==> src/rtl/seq_pkg.sv <==
// Shared definitions for the serial pattern detector.
//   clog2()       : ceiling log2, used to size length and fill fields
//   MODE_OVL/NOVL : overlap mode encodings for the Mode_Overlap bit
//   fill_state_t  : states of the fill-counter FSM
package seq_pkg;

  function automatic int clog2(input int value);
    int r;
    r = 0;
    while ((1 << r) < value) r = r + 1;
    return r;
  endfunction

  localparam logic MODE_OVL  = 1'b1;
  localparam logic MODE_NOVL = 1'b0;

  // EMPTY   : no valid history bits
  // FILLING : some history, not yet enough for a full pattern
  // ARMED   : the next valid bit can complete a pattern
  typedef enum logic [1:0] {
    EMPTY   = 2'd0,
    FILLING = 2'd1,
    ARMED   = 2'd2
  } fill_state_t;

endpackage

==> src/rtl/seq_detect_param_if.sv <==
// Serial-stream and programming bus of the pattern detector.
//   master : drives X, X_Valid, Load, Pattern_In, Len_In, Mode_Overlap;
//            receives Out and Match_Count
//   slave  : the detector side (mirror directions)
interface seq_detect_param_if
  import seq_pkg::*;
#(
  parameter int PAT_W = 3,
  parameter int CNT_W = 8
);
  localparam int LEN_W = clog2(PAT_W + 1);

  logic             X;
  logic             X_Valid;
  logic             Load;
  logic [PAT_W-1:0] Pattern_In;
  logic [LEN_W-1:0] Len_In;
  logic             Mode_Overlap;
  logic             Out;
  logic [CNT_W-1:0] Match_Count;

  modport master (
    output X, X_Valid, Load, Pattern_In, Len_In, Mode_Overlap,
    input  Out, Match_Count
  );

  modport slave (
    input  X, X_Valid, Load, Pattern_In, Len_In, Mode_Overlap,
    output Out, Match_Count
  );
endinterface

==> src/rtl/sat_counter.sv <==
// Saturating up-counter.
//   Clock : clock
//   Clr   : synchronous active-high reset (to zero)
//   Clear : synchronous clear (to zero)
//   Inc   : increment request; ignored once the count is all ones
//   Count : current count
module sat_counter #(
  parameter int W = 8
) (
  input  logic         Clock,
  input  logic         Clr,
  input  logic         Clear,
  input  logic         Inc,
  output logic [W-1:0] Count
);
  logic [W-1:0] count_reg;

  always_ff @(posedge Clock) begin
    if (Clr || Clear) begin
      count_reg <= '0;
    end else if (Inc && (count_reg != '1)) begin
      count_reg <= count_reg + W'(1);
    end
  end

  assign Count = count_reg;
endmodule

==> src/rtl/seq_detect_param.sv <==
// Runtime-programmable serial bit-pattern detector (Mealy).
//   Clock : clock
//   Clr   : synchronous active-high reset; overrides Load and X_Valid
//   bus   : slave side of seq_detect_param_if
//           X/X_Valid      serial bit and its qualifier
//           Load           captures Pattern_In/Len_In/Mode_Overlap
//           Out            combinational match flag on the last pattern bit
//           Match_Count    saturating match count since Clr/Load
// With default parameters this is the classic overlapping "101" detector.
module seq_detect_param
  import seq_pkg::*;
#(
  parameter int               PAT_W       = 3,
  parameter logic [PAT_W-1:0] PAT_DEFAULT = PAT_W'(3'b101),
  parameter int               LEN_DEFAULT = 3,
  parameter bit               OVL_DEFAULT = MODE_OVL,
  parameter int               CNT_W       = 8
) (
  input logic              Clock,
  input logic              Clr,
  seq_detect_param_if.slave bus
);
  localparam int               LEN_W   = clog2(PAT_W + 1);
  localparam logic [LEN_W-1:0] LEN_MAX = LEN_W'(PAT_W);
  localparam logic [LEN_W-1:0] LEN_RST = LEN_W'(LEN_DEFAULT);
  // A single-bit pattern is armed even with empty history.
  localparam fill_state_t      STATE_RST = (LEN_DEFAULT <= 1) ? ARMED : EMPTY;

  logic [PAT_W-1:0] pat_reg;
  logic [LEN_W-1:0] len_reg;
  logic             ovl_reg;
  // The oldest history bit would only ever be shifted out, never compared,
  // so only PAT_W-1 bits are kept; together with X they form the candidate.
  logic [PAT_W-2:0] hist_reg;
  logic [LEN_W-1:0] fill_reg, fill_next;
  fill_state_t      state_reg, state_next;

  logic [PAT_W-1:0] cand;
  logic [PAT_W-1:0] len_mask;
  logic [LEN_W-1:0] len_load;
  logic [LEN_W-1:0] fill_inc;
  logic             len_hi;
  logic             match;
  logic [CNT_W-1:0] match_count;

  assign cand = {hist_reg, bus.X};

  // Only the low len_reg bits take part in the comparison.
  generate
    for (genvar gi = 0; gi < PAT_W; gi++) begin : g_mask
      assign len_mask[gi] = (len_reg > LEN_W'(gi));
    end
  endgenerate

  // Out-of-range lengths only exist when the field can encode more than PAT_W.
  generate
    if (PAT_W < (1 << LEN_W) - 1) begin : g_clamp
      assign len_hi = (bus.Len_In > LEN_MAX);
    end else begin : g_noclamp
      assign len_hi = 1'b0;
    end
  endgenerate

  always_comb begin
    len_load = bus.Len_In;
    if (bus.Len_In == '0) len_load = LEN_W'(1);
    else if (len_hi)      len_load = LEN_MAX;
  end

  assign fill_inc = (fill_reg == LEN_MAX) ? fill_reg : fill_reg + LEN_W'(1);

  // ARMED means fill+1 >= len, i.e. the incoming bit can complete a pattern.
  function automatic fill_state_t classify(input logic [LEN_W-1:0] fill,
                                           input logic [LEN_W-1:0] len);
    if (({1'b0, fill} + (LEN_W + 1)'(1)) >= {1'b0, len}) return ARMED;
    else if (fill == '0)                                return EMPTY;
    else                                                return FILLING;
  endfunction

  // Pattern configuration and history.
  always_ff @(posedge Clock) begin
    if (Clr) begin
      pat_reg  <= PAT_DEFAULT;
      len_reg  <= LEN_RST;
      ovl_reg  <= OVL_DEFAULT;
      hist_reg <= '0;
    end else if (bus.Load) begin
      pat_reg  <= bus.Pattern_In;
      len_reg  <= len_load;
      ovl_reg  <= bus.Mode_Overlap;
      hist_reg <= '0;
    end else if (bus.X_Valid) begin
      hist_reg <= cand[PAT_W-2:0];
    end
  end

  // Fill FSM: state register.
  always_ff @(posedge Clock) begin
    if (Clr) begin
      fill_reg  <= '0;
      state_reg <= STATE_RST;
    end else begin
      fill_reg  <= fill_next;
      state_reg <= state_next;
    end
  end

  // Fill FSM: next state.
  always_comb begin
    fill_next  = fill_reg;
    state_next = state_reg;
    if (bus.Load) begin
      fill_next  = '0;
      state_next = classify('0, len_load);
    end else if (bus.X_Valid) begin
      // A non-overlapping match discards the history so the next match
      // needs a full set of fresh bits.
      if (match && (ovl_reg == MODE_NOVL)) fill_next = '0;
      else                                 fill_next = fill_inc;
      state_next = classify(fill_next, len_reg);
    end
  end

  // Fill FSM: output (Mealy match).
  always_comb begin
    match = 1'b0;
    if (!Clr && !bus.Load && bus.X_Valid && (state_reg == ARMED)) begin
      match = (((cand ^ pat_reg) & len_mask) == '0);
    end
  end

  sat_counter #(.W(CNT_W)) u_match_cnt (
    .Clock (Clock),
    .Clr   (Clr),
    .Clear (bus.Load),
    .Inc   (match),
    .Count (match_count)
  );

  assign bus.Out         = match;
  assign bus.Match_Count = match_count;
endmodule
==> src/flat_wrapper.sv <==
// flat-port wrapper written by rule: the top's interface ports become plain ports
module seq_detect_param_flat import seq_pkg::*;
#(
  parameter int               PAT_W       = 3,
  parameter logic [PAT_W-1:0] PAT_DEFAULT = PAT_W'(3'b101),
  parameter int               LEN_DEFAULT = 3,
  parameter bit               OVL_DEFAULT = MODE_OVL,
  parameter int               CNT_W       = 8
)
  (Clock, Clr, bus_X, bus_X_Valid, bus_Load, bus_Pattern_In, bus_Len_In, bus_Mode_Overlap, bus_Out, bus_Match_Count);
  seq_detect_param_if #(.PAT_W(PAT_W), .CNT_W(CNT_W)) bus_i ();
  input logic Clock;
  input logic Clr;
  input wire logic [$bits(bus_i.X)-1:0] bus_X;
  input wire logic [$bits(bus_i.X_Valid)-1:0] bus_X_Valid;
  input wire logic [$bits(bus_i.Load)-1:0] bus_Load;
  input wire logic [$bits(bus_i.Pattern_In)-1:0] bus_Pattern_In;
  input wire logic [$bits(bus_i.Len_In)-1:0] bus_Len_In;
  input wire logic [$bits(bus_i.Mode_Overlap)-1:0] bus_Mode_Overlap;
  output wire logic [$bits(bus_i.Out)-1:0] bus_Out;
  output wire logic [$bits(bus_i.Match_Count)-1:0] bus_Match_Count;
  assign bus_i.X = bus_X;
  assign bus_i.X_Valid = bus_X_Valid;
  assign bus_i.Load = bus_Load;
  assign bus_i.Pattern_In = bus_Pattern_In;
  assign bus_i.Len_In = bus_Len_In;
  assign bus_i.Mode_Overlap = bus_Mode_Overlap;
  assign bus_Out = bus_i.Out;
  assign bus_Match_Count = bus_i.Match_Count;
  seq_detect_param #(.PAT_W(PAT_W), .PAT_DEFAULT(PAT_DEFAULT), .LEN_DEFAULT(LEN_DEFAULT), .OVL_DEFAULT(OVL_DEFAULT), .CNT_W(CNT_W)) u_core (.Clock(Clock), .Clr(Clr), .bus(bus_i));
endmodule
==> config.mk <==
export PLATFORM = sky130hd
export DESIGN_NAME = seq_detect_param_flat
export DESIGN_NICKNAME = d
export VERILOG_FILES = /design/src/rtl/seq_pkg.sv /design/src/rtl/seq_detect_param_if.sv /design/src/rtl/sat_counter.sv /design/src/rtl/seq_detect_param.sv /design/src/flat_wrapper.sv
export SDC_FILE = /design/constraint.sdc
export NUM_CORES = 1
export LEC_CHECK = 0
export CAP_MARGIN = 15
export CORE_UTILIZATION = 54
export DETAILED_ROUTE_END_ITERATION = 7
export PLACE_DENSITY = 0.89
export SLEW_MARGIN = 20
export SYNTH_ARGS = -nofsm -noshare
export SYNTH_HDL_FRONTEND = slang
export SYNTH_SLANG_ARGS = --single-unit
==> constraint.sdc <==
create_clock -name Clock -period 7.15 [get_ports Clock]
set_input_delay 0.715 -clock Clock [delete_from_list [all_inputs] [get_ports Clock]]
set_output_delay 0.715 -clock Clock [all_outputs]
set_load 0.02 [all_outputs]
# After elaboration in Yosys (flattened, before gate mapping)
# Cells that the tools add are included.
[totals]
ff_bits = 20
inputBits = 11
out_inout_bits = 9
wordCells = 45
[classes]
n_addsub = 3
magnitude_cmp = 5
n_eq_ne = 3
muxes = 11
bitwise_logic = 3
n_reduce_logical = 13
[ops]
columns = ["op", "count"]
rows = [
  ["$mux 2", 9],
  ["$add 8x1->8 const B", 1],
  ["$ne 8x8->1 const B", 1],
  ["$logic_and 1x1->1", 5],
  ["$eq 2x2->1 const B", 2],
  ["$gt 2x1->1 const B", 2],
  ["$logic_not 2->1", 2],
  ["$add 2x1->3 const B", 1],
  ["$and 3x3->3", 1],
  ["$ge 3x2->1", 1],
  ["$logic_not 3->1", 1],
  ["$xor 3x3->3", 1],
  ["$add 2x1->2 const B", 1],
  ["$ge 1x2->1 const A", 1],
  ["$gt 2x2->1 const B", 1],
  ["$logic_not 1->1", 2],
  ["$mux 1", 2],
  ["$reduce_bool 2->1", 1],
  ["$reduce_or 2->1", 1],
  ["$logic_or 1x1->1", 1],
  ["$not 1->1", 1],
]

# Logic depth before layout (Yosys ltp)
[logic_depth]
depth_word = 14
ltp_mapped = 12
ltp_nobuf = 11

# Hierarchy
# From an unflattened synthesis, not the netlist that was laid out.
[hier_totals]
hier_cells = 115
hier_area_um2 = 1088.5
[modules_own_cells]
columns = ["mod", "n_inst", "cells_each", "area_per_inst_um2", "seq_area_each_um2"]
rows = [
  ["seq_detect_param", 1, 67, 666.9, 240.2],
  ["sat_counter", 1, 48, 421.7, 160.2],
]

# Least setup slack after synthesis
# OpenSTA, ideal clock, no wires.
[synth_timing]
kind = "input-to-reg"
startpoint = "in bus_X_Valid"
endpoint = "reg u_core.state_reg[1]"
setup_time_ps = 65
t_arrival_ps = 2748
required_time_ps = 7085
path_slack_ps = 4337
path_stages = 11
n_path_buf = 1
cell_sequence = "buf_4 > nor4b_4 > o211ai_2 > or3_1 > o21ai_0 > fa_1 > nor2_1 > o21ai_0 > a311oi_1 > a21oi_1 > nor2_1"
[synth_between]
elab_chain_cells = 12
word_cells_on_any_way = 13
cone_classes = "1 x add/sub; 1 x order compare; 7 x mux; 4 x reduce/logical"
[synth_lines]
columns = ["item", "line_no", "text"]
rows = [
  ["from (decl)", "flat_wrapper.sv:15", "input wire logic [$bits(bus_i.X_Valid)-1:0] bus_X_Valid;"],
  ["$logic_and 1x1->1 (2 in series)", "seq_detect_param.sv:127", "if (!Clr && !bus.Load && bus.X_Valid && (state_reg == ARMED)) begin"],
  ["$mux 1", "seq_detect_param.sv:127", ""],
  ["$logic_and 1x1->1", "seq_detect_param.sv:118", "if (match && (ovl_reg == MODE_NOVL)) fill_next = '0;"],
  ["$mux 2", "seq_detect_param.sv:118", ""],
  ["$mux 2", "seq_detect_param.sv:115", "end else if (bus.X_Valid) begin"],
  ["$mux 2", "seq_detect_param.sv:112", "if (bus.Load) begin"],
  ["$add 2x1->3", "seq_detect_param.sv:75", "if (({1'b0, fill} + (LEN_W + 1)'(1)) >= {1'b0, len}) return ARMED;"],
  ["$ge 3x2->1", "seq_detect_param.sv:75", ""],
  ["$mux 2", "seq_detect_param.sv:75", ""],
  ["$mux 2", "seq_detect_param.sv:115", ""],
  ["$mux 2", "seq_detect_param.sv:112", ""],
  ["to (signal assigned)", "seq_detect_param.sv:104", "state_reg <= state_next;"],
  ["to (decl)", "seq_detect_param.sv:36", "fill_state_t state_reg, state_next;"],
]
# Parallel ways exist; a longest one is shown, timed or not. The select of a mux whose other input is x is not followed.
# A chain may end at the register's enable or synchronous reset.

# Worst setup path after layout
[layout_timing]
startpoint = "in bus_Load"
endpoint = "out bus_Out"
[layout_between]
elab_chain_cells = 5
[layout_lines]
columns = ["item", "line_no", "text"]
rows = [
  ["from (decl)", "flat_wrapper.sv:16", "input wire logic [$bits(bus_i.Load)-1:0] bus_Load;"],
  ["$logic_not 1->1", "seq_detect_param.sv:127", ""],
  ["$logic_and 1x1->1 (3 in series)", "seq_detect_param.sv:127", ""],
  ["$mux 1", "seq_detect_param.sv:127", ""],
  ["to (decl)", "flat_wrapper.sv:20", "output wire logic [$bits(bus_i.Out)-1:0] bus_Out;"],
]
# No other way between the ends.

==> out/summary.txt <==
Status: complete, no violations
CTS tree: yes
Maximum VDD drop: 0.162 mV
#FFs+latches synth: 20
Core Area: 0.00176 mm^2
CP peak stage delay: 0.74 ns
Power Density: 167 mW/mm^2
Synth Cell Area: 0.00103 mm^2
Period minus WS final: 3.84 ns
Clk_lat worst skew: 0.31 ns
Setup TNS: 0 ns
Gate Count Post-Synth: 119
CTS buffer count: 3
Core Util, Final: 71.8%
Clock Skews: 0.00396 ns
Worst Path Max Fanout: 17
Final slew viol count: 0
GPL Wtd Cong: 0.843
Slowest cell on crit path: clkdlybuf4s50_1
Worst setup EP type: output pin
DRT Wirelength: 2.32 mm
Initial antenna violation count: 0
RSZ-0062 raised after global routing: no
Wire per inst: 14.3 um
Class of the worst hold path: register to register
# setup viols final: 0
Register area: 400 um^2
Die area: 0.00210 mm^2
FMAX: 0.260 GHz
Maxcap violations: 0
Fillers: 151
Die width: 45.8 um
Root Buffer: clkbuf_4
Setup Fix Bufs, Post-CTS: 0
GR Overflow Total: 0
Most used cell, CP: clkdlybuf4s50_1
Post-DRT Antenna Nets: 0
Post-Syn Area per Cell: 8.70 um^2
CP Data Arrival Time: 3.13 ns
Yosys cell types: 40
Pin count of the biggest net entering global routing: 18
Post-DR vias/cell: 5.64
Port-buffer cells: 19
Antenna diodes: 0
WP data required: 6.43 ns
Wire length of the first global-routing pass: 3.59 mm
EDFF count, synth: 0
Post-CTS Resized: 0
Clock sinks: 20
TritonRoute pass-1 iters: 4
Ys flop type: dfxtp_1
Leak: 0.497 nW
Area contributors post-synth: dfxtp_1 (39%), nor2_1 (5.4%), ha_1 (4.8%)
Initial DRC Count: 10
CP Cell Sequence: clkdlybuf4s50_1, nor4b_4, o211ai_2, or2_1, inv_1, clkdlybuf4s50_1
Final total power: 0.212 mW
Top Ports: 20
Max_slew headroom: 57.3%
Critical path class: primary input to output pin
Final hold violations: 0
Share of Yosys cell area claimed by the top area cell type: 38.7%
Post-layout nets: 154
All-layer global routing usage: 24.4%
Fin crit share: 53.8%
Hpwl dp: 1.66 mm
Area occupied by multi-input gates: 583 um^2
Net count after synthesis: 135
Vias: 913
DRC viols: 0
Crit path launch type: primary input
Row cnt: 15
Largest register FFs: 8
Post-synth top area cell: dfxtp_1
Hold-fix buffers, CTS: 0
Ys async rst share: 0%
Layout cells sized above 1: 5.84%
Seq/Total Area, Yosys: 38.7%
Effective utilization at floorplan: 58.7%
Max Root-Sink Buffers: 2
Yosys warning total: 0
Worst-margin pin slew: 0.638 ns
Die height: 45.8 um
Clk slew on worst S/H paths: 0.11 ns
CTS H-Tree Depth: 1
Area growth syn-to-layout: 22.5%
Vias in the first global route: 827
==> kinds of logic (layout without fill, tap and decap cells) <==
kind of cell               Yosys count  in the layout  synth area share [%]
xor gates and xnor gates             4              4                  3.39
DFF                                 20             20                  38.7
adders and majority gates            5              5                  6.77
muxes                                5              5                  4.84
and+or+nand+nor                     50             50                  25.6
AOI/OAI and AO/OA                   23             23                  15.7
buffers and inverters               12             30                  4.96
==> layout make-up <==
cell class,count,share of cell area (%)
Tap cell,25,2.47
Inverter,7,2.07
Clock buffer,4,2.86
Sequential cell,20,31.6
Timing Repair Buffer,19,15.0
Multi-Input combinational cell,87,46.0
==> path summary, 6_finish.rpt <==
kind / endpoint / cells after the start / start / slack [ns]
setup / recovery: bus_Out / 6 / bus_Load / 3.31
hold / removal: u_core.fill_reg[0] / 2 / u_core.fill_reg[0] / 0.51
hold reg to reg: u_core.fill_reg[0] / 2 / u_core.fill_reg[0] / 0.51
setup reg to reg: u_core.state_reg[1] / 10 / u_core.len_reg[1] / 4.49
==> cell usage in the layout, fill, tap and decap left out, types with 2 or more instances in the layout <==
master	Yosys	routed
ha_1	4	4
nand2b_1	4	4
clkdlybuf4s50_1	0	19
nand3_1	5	5
nand2_1	10	10
xnor2_1	3	3
nor2_1	15	15
nor4_1	3	3
a211o_1	3	3
clkbuf_4	0	3
o21ai_0	3	3
mux2i_1	5	5
dfxtp_1	20	20
nor3_1	2	2
nor2b_1	2	2
inv_1	7	7
a21oi_1	7	7
==> layer usage <==
metal | share of wire [%] | up-vias | GRT usage [%]
met5 | 0 | - | 0
met4 | 2.0 | 0 | 10.6
met3 | 3.4 | 4 | 5.56
met2 | 51 | 19 | 43.1
met1 | 44 | 436 | 27.9
li1 | - | 454 | -
==> through the flow <==
stage	instance area, um^2	setup slack [ns]	hold slack, ns	std cells
after floorplan	1030	4.34	0.465	119
after global placement	1230	3.42	0.486	158
after CTS	1270	3.37	0.515	162
final	1270	3.31	0.513	162
after global routing	1270	3.20	0.545	162
after detailed placement	1230	3.31	0.497	158
==> cells in the mapped netlist (2+ instances only) <==
master,number
xnor2_1,3
nand2b_1,4
inv_1,7
nor2b_1,2
nand3_1,5
a211o_1,3
nor4_1,3
clkbuf_1,2
mux2i_1,5
dfxtp_1,20
o21ai_0,3
nand2_1,10
ha_1,4
nor3_1,2
nor2_1,15
a21oi_1,7
==> critical path: cells and delay by family <==
family	cells	cell delay, ns
buf+inv	3	1.54
simple gates	2	0.73
compound gates	1	0.14
==> power breakdown <==
group	switching, mW	leakage, nW	internal (mW)
Clock	0.0355	0.0210	0.0311
Sequential	0.00374	0.163	0.115
Combinational	0.0127	0.313	0.0136
Total	0.0520	0.497	0.160
(Power assumes the default switching activity.)
==> variant 1 (same settings) <==
`CNT_W` is set to 8 in 3 places; all go to 6.
--- a/src/rtl/seq_detect_param_if.sv
+++ b/src/rtl/seq_detect_param_if.sv
@@ -6,7 +6,7 @@
   import seq_pkg::*;
 #(
   parameter int PAT_W = 3,
-  parameter int CNT_W = 8
+  parameter int CNT_W = 6
 );
   localparam int LEN_W = clog2(PAT_W + 1);
 
--- a/src/rtl/seq_detect_param.sv
+++ b/src/rtl/seq_detect_param.sv
@@ -14,7 +14,7 @@
   parameter logic [PAT_W-1:0] PAT_DEFAULT = PAT_W'(3'b101),
   parameter int               LEN_DEFAULT = 3,
   parameter bit               OVL_DEFAULT = MODE_OVL,
-  parameter int               CNT_W       = 8
+  parameter int               CNT_W       = 6
 ) (
   input logic              Clock,
   input logic              Clr,
--- a/src/flat_wrapper.sv
+++ b/src/flat_wrapper.sv
@@ -5,7 +5,7 @@
   parameter logic [PAT_W-1:0] PAT_DEFAULT = PAT_W'(3'b101),
   parameter int               LEN_DEFAULT = 3,
   parameter bit               OVL_DEFAULT = MODE_OVL,
-  parameter int               CNT_W       = 8
+  parameter int               CNT_W       = 6
 )
   (Clock, Clr, bus_X, bus_X_Valid, bus_Load, bus_Pattern_In, bus_Len_In, bus_Mode_Overlap, bus_Out, bus_Match_Count);
   seq_detect_param_if #(.PAT_W(PAT_W), .CNT_W(CNT_W)) bus_i ();
Interface: changed (resized bus_Match_Count); port bits go from 20 to 18. No check against the original RTL was run, so the function may have changed too.
==> variant 1 against the unedited design <==
Setup slack better by 0.092 ns; synthesized area is 5.2% lower; largest power group unchanged; cell count is 15% lower; sequential cell count is 2 lower; design area is 7.9% lower; wire length is 22% lower; total power is 14% lower.
==> variant 1: results (changes against the unedited design) <==
setup_path:
  critPathMaxStageDelay_ns: 0.66  # -0.08 ns
  cp_slowest_cell: "clkdlybuf4s50_1"
  crit_fanout: 15  # -2
  crit_family: "buffers and inverters"
  cp.arrival_ns: 3.04  # -0.09 ns
cells_and_area:
  largest_reg_flops: 6  # -2
  drive_gt1_share_pct: 6.19  # +0.36 points
  final_nets: 131  # -15%
  areaGrowthSynthToFinish_pct: 19.0
  fillers: 136  # -9.9%
  antennaDiodeCount: 0  # unchanged
power_and_ir_drop:
  p_leak_nw: 0.473  # -4.9%
  peakVddDrop_uv: 145  # -11%
place:
  pre_cts_ws_ns: 3.34  # +0.0331 ns
  gp_congestion: 0.772  # -8.4%
  portBuffers: 17  # -2
  place_area_um2: 1140  # -7.0%
  placedCellCount: 135  # -15%
  dp_hpwl_mm: 1.37  # -18%
routing:
  vias: 766  # -16%
  dr.pass1.iters: 4  # unchanged
  routed_wl_mm: 1.82  # -22%
  post_drt_via_cell_ratio: 5.55  # -1.5%
  initialDrtViolationCount: 13  # +3
synthesis:
  synth_area_per_cell_um2: 10.0  # +15%
  seq_area_frac_synth_pct: 36.7  # -2.0 points
  synth_nets: 114  # -16%
  synthArstFlopShare_pct: 0  # unchanged
  ys_warn_count: 0  # unchanged
  synth_area_leaders: "dfxtp_1, ha_1, mux2i_1"
  synth_edf_count: 0  # unchanged
  yosys.cell_types.count: 37  # -7.5%
  synthTopCellsByCount: "dfxtp_1, nand2_1, nand2b_1, nor2_1"
grt:
  grt_pass1_vias: 683  # -17%
  antenna_found_initial: 0  # unchanged
  grt_max_degree: 16  # -2
  grt_first_pass_wirelength_mm: 2.89  # -19%
  track_usage_pct: 20.1  # -4.3 points
cts:
  cts_resized: 0  # unchanged
  cts_buffers: 3  # unchanged
  cts-root-buf: "clkbuf_4"
  cts.clk_slew.worst_paths_ns: 0.09  # -0.02 ns
  clock_latency_ns: 0.29  # -0.02 ns
timing:
  worst_slew_pin_slew_ns: 0.540  # -0.0976 ns
  skew_ns: 0.000838  # -0.00313 ns
run_status:
  status: "finished clean"
min_path:
  hold_class: "flip-flop to flip-flop"
[variant 1: cell types whose count changed after synthesis, sizes merged, moves of 4 or more]
cell / unedited run / this run
nand2: 10 / 6
nor2: 15 / 6
a21oi: 7 / 3
inv: 7 / 1
[variant 1: worst paths after layout]
path / slack (ns) / to / cells past startpoint / startpoint
setup reg to reg: 4.41 / u_core.state_reg[1]$_SDFFE_PP0P_ / 8 / u_core.len_reg[1]$_SDFFE_PP1P_
hold reg to reg: 0.51 / u_core.u_match_cnt.Count[1]$_SDFFE_PP0P_ / 2 / u_core.u_match_cnt.Count[1]$_SDFFE_PP0P_
hold / removal: 0.51 / u_core.u_match_cnt.Count[1]$_SDFFE_PP0P_ / 2 / u_core.u_match_cnt.Count[1]$_SDFFE_PP0P_
setup / recovery: 3.40 / bus_Out / 5 / bus_Load
[variant 1: routing by layer]
layer  vias to the layer above  track usage [%]  wire length [µm]
met5                         -                0                 0
met3                         4             3.67                47
li1                        391                -                 -
met4                         0             10.9                44
met2                        12             31.8               860
met1                       359             25.9               865
[variant 1: layout make-up]
type	count	area share (%)
flip-flops and latches	18	30.9
clock buffers	3	1.93
well taps	25	2.68
multi-input cells	74	49.6
repair buffers	17	14.6
inverters	1	0.322
[variant 1: cells by family after synthesis]
family / synth area share, %
adders and majority gates: 7.14
muxes: 5.10
DFF: 36.7
buffers and inverters: 4.21
xor gates and xnor gates: 1.79
AOI/OAI and AO/OA: 19.8
and+or+nand+nor: 25.3
[variant 1: power by group]
part | leakage, nW | internal [mW] | switching, mW
sequential | 0.147 | 0.104 | 0.00370
combinational | 0.312 | 0.0144 | 0.0120
clock | 0.0138 | 0.0196 | 0.0292
==> variant 2 (same flow settings) <==
Without the edit above. Re-encode `fill_state_t` (3 states) as one-hot, 3 bits wide.
--- a/src/rtl/seq_pkg.sv
+++ b/src/rtl/seq_pkg.sv
@@ -17,10 +17,10 @@
   // EMPTY   : no valid history bits
   // FILLING : some history, not yet enough for a full pattern
   // ARMED   : the next valid bit can complete a pattern
-  typedef enum logic [1:0] {
-    EMPTY   = 2'd0,
-    FILLING = 2'd1,
-    ARMED   = 2'd2
+  typedef enum logic [2:0] {
+    EMPTY   = 3'b001,
+    FILLING = 3'b010,
+    ARMED   = 3'b100
   } fill_state_t;
 
 endpackage
Function: no difference found for any inputs over 10 cycles, from zero or initial values; not proved beyond that.
==> variant 2 against the unedited design <==
Global-route usage is 1.6 points lower; highest routed layer unchanged; clock skew decreased by 0.0013 ns; largest cell class unchanged; setup slack better by 0.38 ns; critical path type unchanged; register-to-register slack worse by 0.02 ns; synthesized area rose by 5.2%; design area rose by 3.0%; wire length decreased by 8.7%; total power down 0.10%; count of clock-buffer cells in the layout unchanged; sequential cell count is 1 higher.
==> variant 2: results (changes against the unedited design) <==
cts:
  ctsHtreeMaxLevel: 1  # unchanged
  cts_buffer_depth: 2  # unchanged
  clock_latency_ns: 0.31  # about the same
  cts_buffers: 3  # unchanged
  cts.clk_slew.worst_paths_ns: 0.12
synthesis:
  synth_nets: 134  # -0.74%
  synth_area_leaders: "dfxtp_1, ha_1, nor2_1"
  synthFlopType: "dfxtp_1"
  synth_compound_area_share_pct: 16.4  # +0.72 points
  seq_area_frac_synth_pct: 38.6  # -0.073 points
  yosys.area_share.xor_xnor_pct: 3.22  # -0.17 points
  syn_inst: 118  # -0.84%
  synthTopCellsByCount: "dfxtp_1, nor2_1, nand2_1"
  yosys.cell_types.count: 38  # -5.0%
  synth_adder_area_share_pct: 6.44  # -0.33 points
  synthArstFlopShare_pct: 0  # unchanged
  synth.area.mux_share_pct: 3.68  # -1.2 points
cells_and_area:
  fillers: 131  # -13%
  final_nets: 153  # -0.65%
  instances_no_fill: 161  # -0.62%
  areaGrowthSynthToFinish_pct: 19.9
  drive_gt1_share_pct: 8.09  # +2.2 points
routing:
  dr.pass1.iters: 4  # unchanged
  routed_wl_mm: 2.12  # -8.7%
  initialDrtViolationCount: 38  # +28
  post_drt_via_cell_ratio: 5.62  # -0.26%
grt:
  grt_pass1_vias: 846  # +2.3%
  grt_first_pass_wirelength_mm: 3.47  # -3.3%
  grt_max_degree: 16  # -2
  track_usage_pct: 22.9  # -1.6 points
setup_path:
  cp.arrival_ns: 2.75  # -0.38 ns
  crit_fanout: 15  # -2
  crit_family: "buffers and inverters"
  r2r_end: "u_core.state_reg[1]$_SDFFE_PP0P_"
  startpoint: "bus_Load"
  cp_slowest_cell: "clkdlybuf4s50_1"
  reg2reg_depth: 9  # -1
  r2r_slack_ns: 4.47  # -0.02 ns
  reg2reg_from: "u_core.len_reg[1]$_SDFFE_PP1P_"
power_and_ir_drop:
  p_leak_nw: 0.517  # +3.9%
  peakVddDrop_uv: 122  # -24%
place:
  dp_hpwl_mm: 1.63  # -2.1%
  pre_cts_ws_ns: 3.38  # +0.0718 ns
  place_area_um2: 1280  # +3.9%
  gp_congestion: 0.864  # +2.4%
  portBuffers: 19  # unchanged
timing:
  tns_ns: 0  # unchanged
  skew_ns: 0.00271  # -0.00126 ns
  whs_ns: 0.514  # +0.000743 ns
  worst_slew_pin_slew_ns: 0.643  # +0.00532 ns
  clock.fmax_mhz: 289  # +11%
min_path:
  hold_end: "u_core.u_match_cnt.Count[1]$_SDFFE_PP0P_"
  worstHoldStart: "u_core.u_match_cnt.Count[1]$_SDFFE_PP0P_"
  whs_path_depth: 2  # unchanged
run_status:
  status: "finished clean"
-- variant 2: changes by cell type after synthesis, sizes merged, moves of 2 or more --
cell	change
and3	+2
a31o	+4
nor4	-3
nor3	+4
and4	+2
nand3	-3
-- variant 2: layout make-up --
| cell class | instances | area share [%] |
|---|---|---|
| Sequential cell | 21 | 32.2 |
| Timing Repair Buffer | 19 | 14.6 |
| Multi-Input combinational cell | 86 | 47.1 |
| Inverter | 6 | 1.73 |
| Clock buffer | 4 | 2.01 |
| Tap cell | 25 | 2.40 |
-- variant 2: power breakdown --
part           internal, mW  switching (mW)
Combinational        0.0142          0.0143
Clock                0.0218          0.0372
Sequential            0.121         0.00300
-- variant 2: per-layer routing --
| layer | vias up | GRT usage (%) | part of all wire, % |
|---|---|---|---|
| met5 | - | 0 | 0 |
| met4 | 0 | 10.9 | 1.3 |
| met3 | 4 | 6.15 | 4.5 |
| met2 | 20 | 36.7 | 50 |
| met1 | 426 | 28.5 | 44 |
| li1 | 455 | - | - |
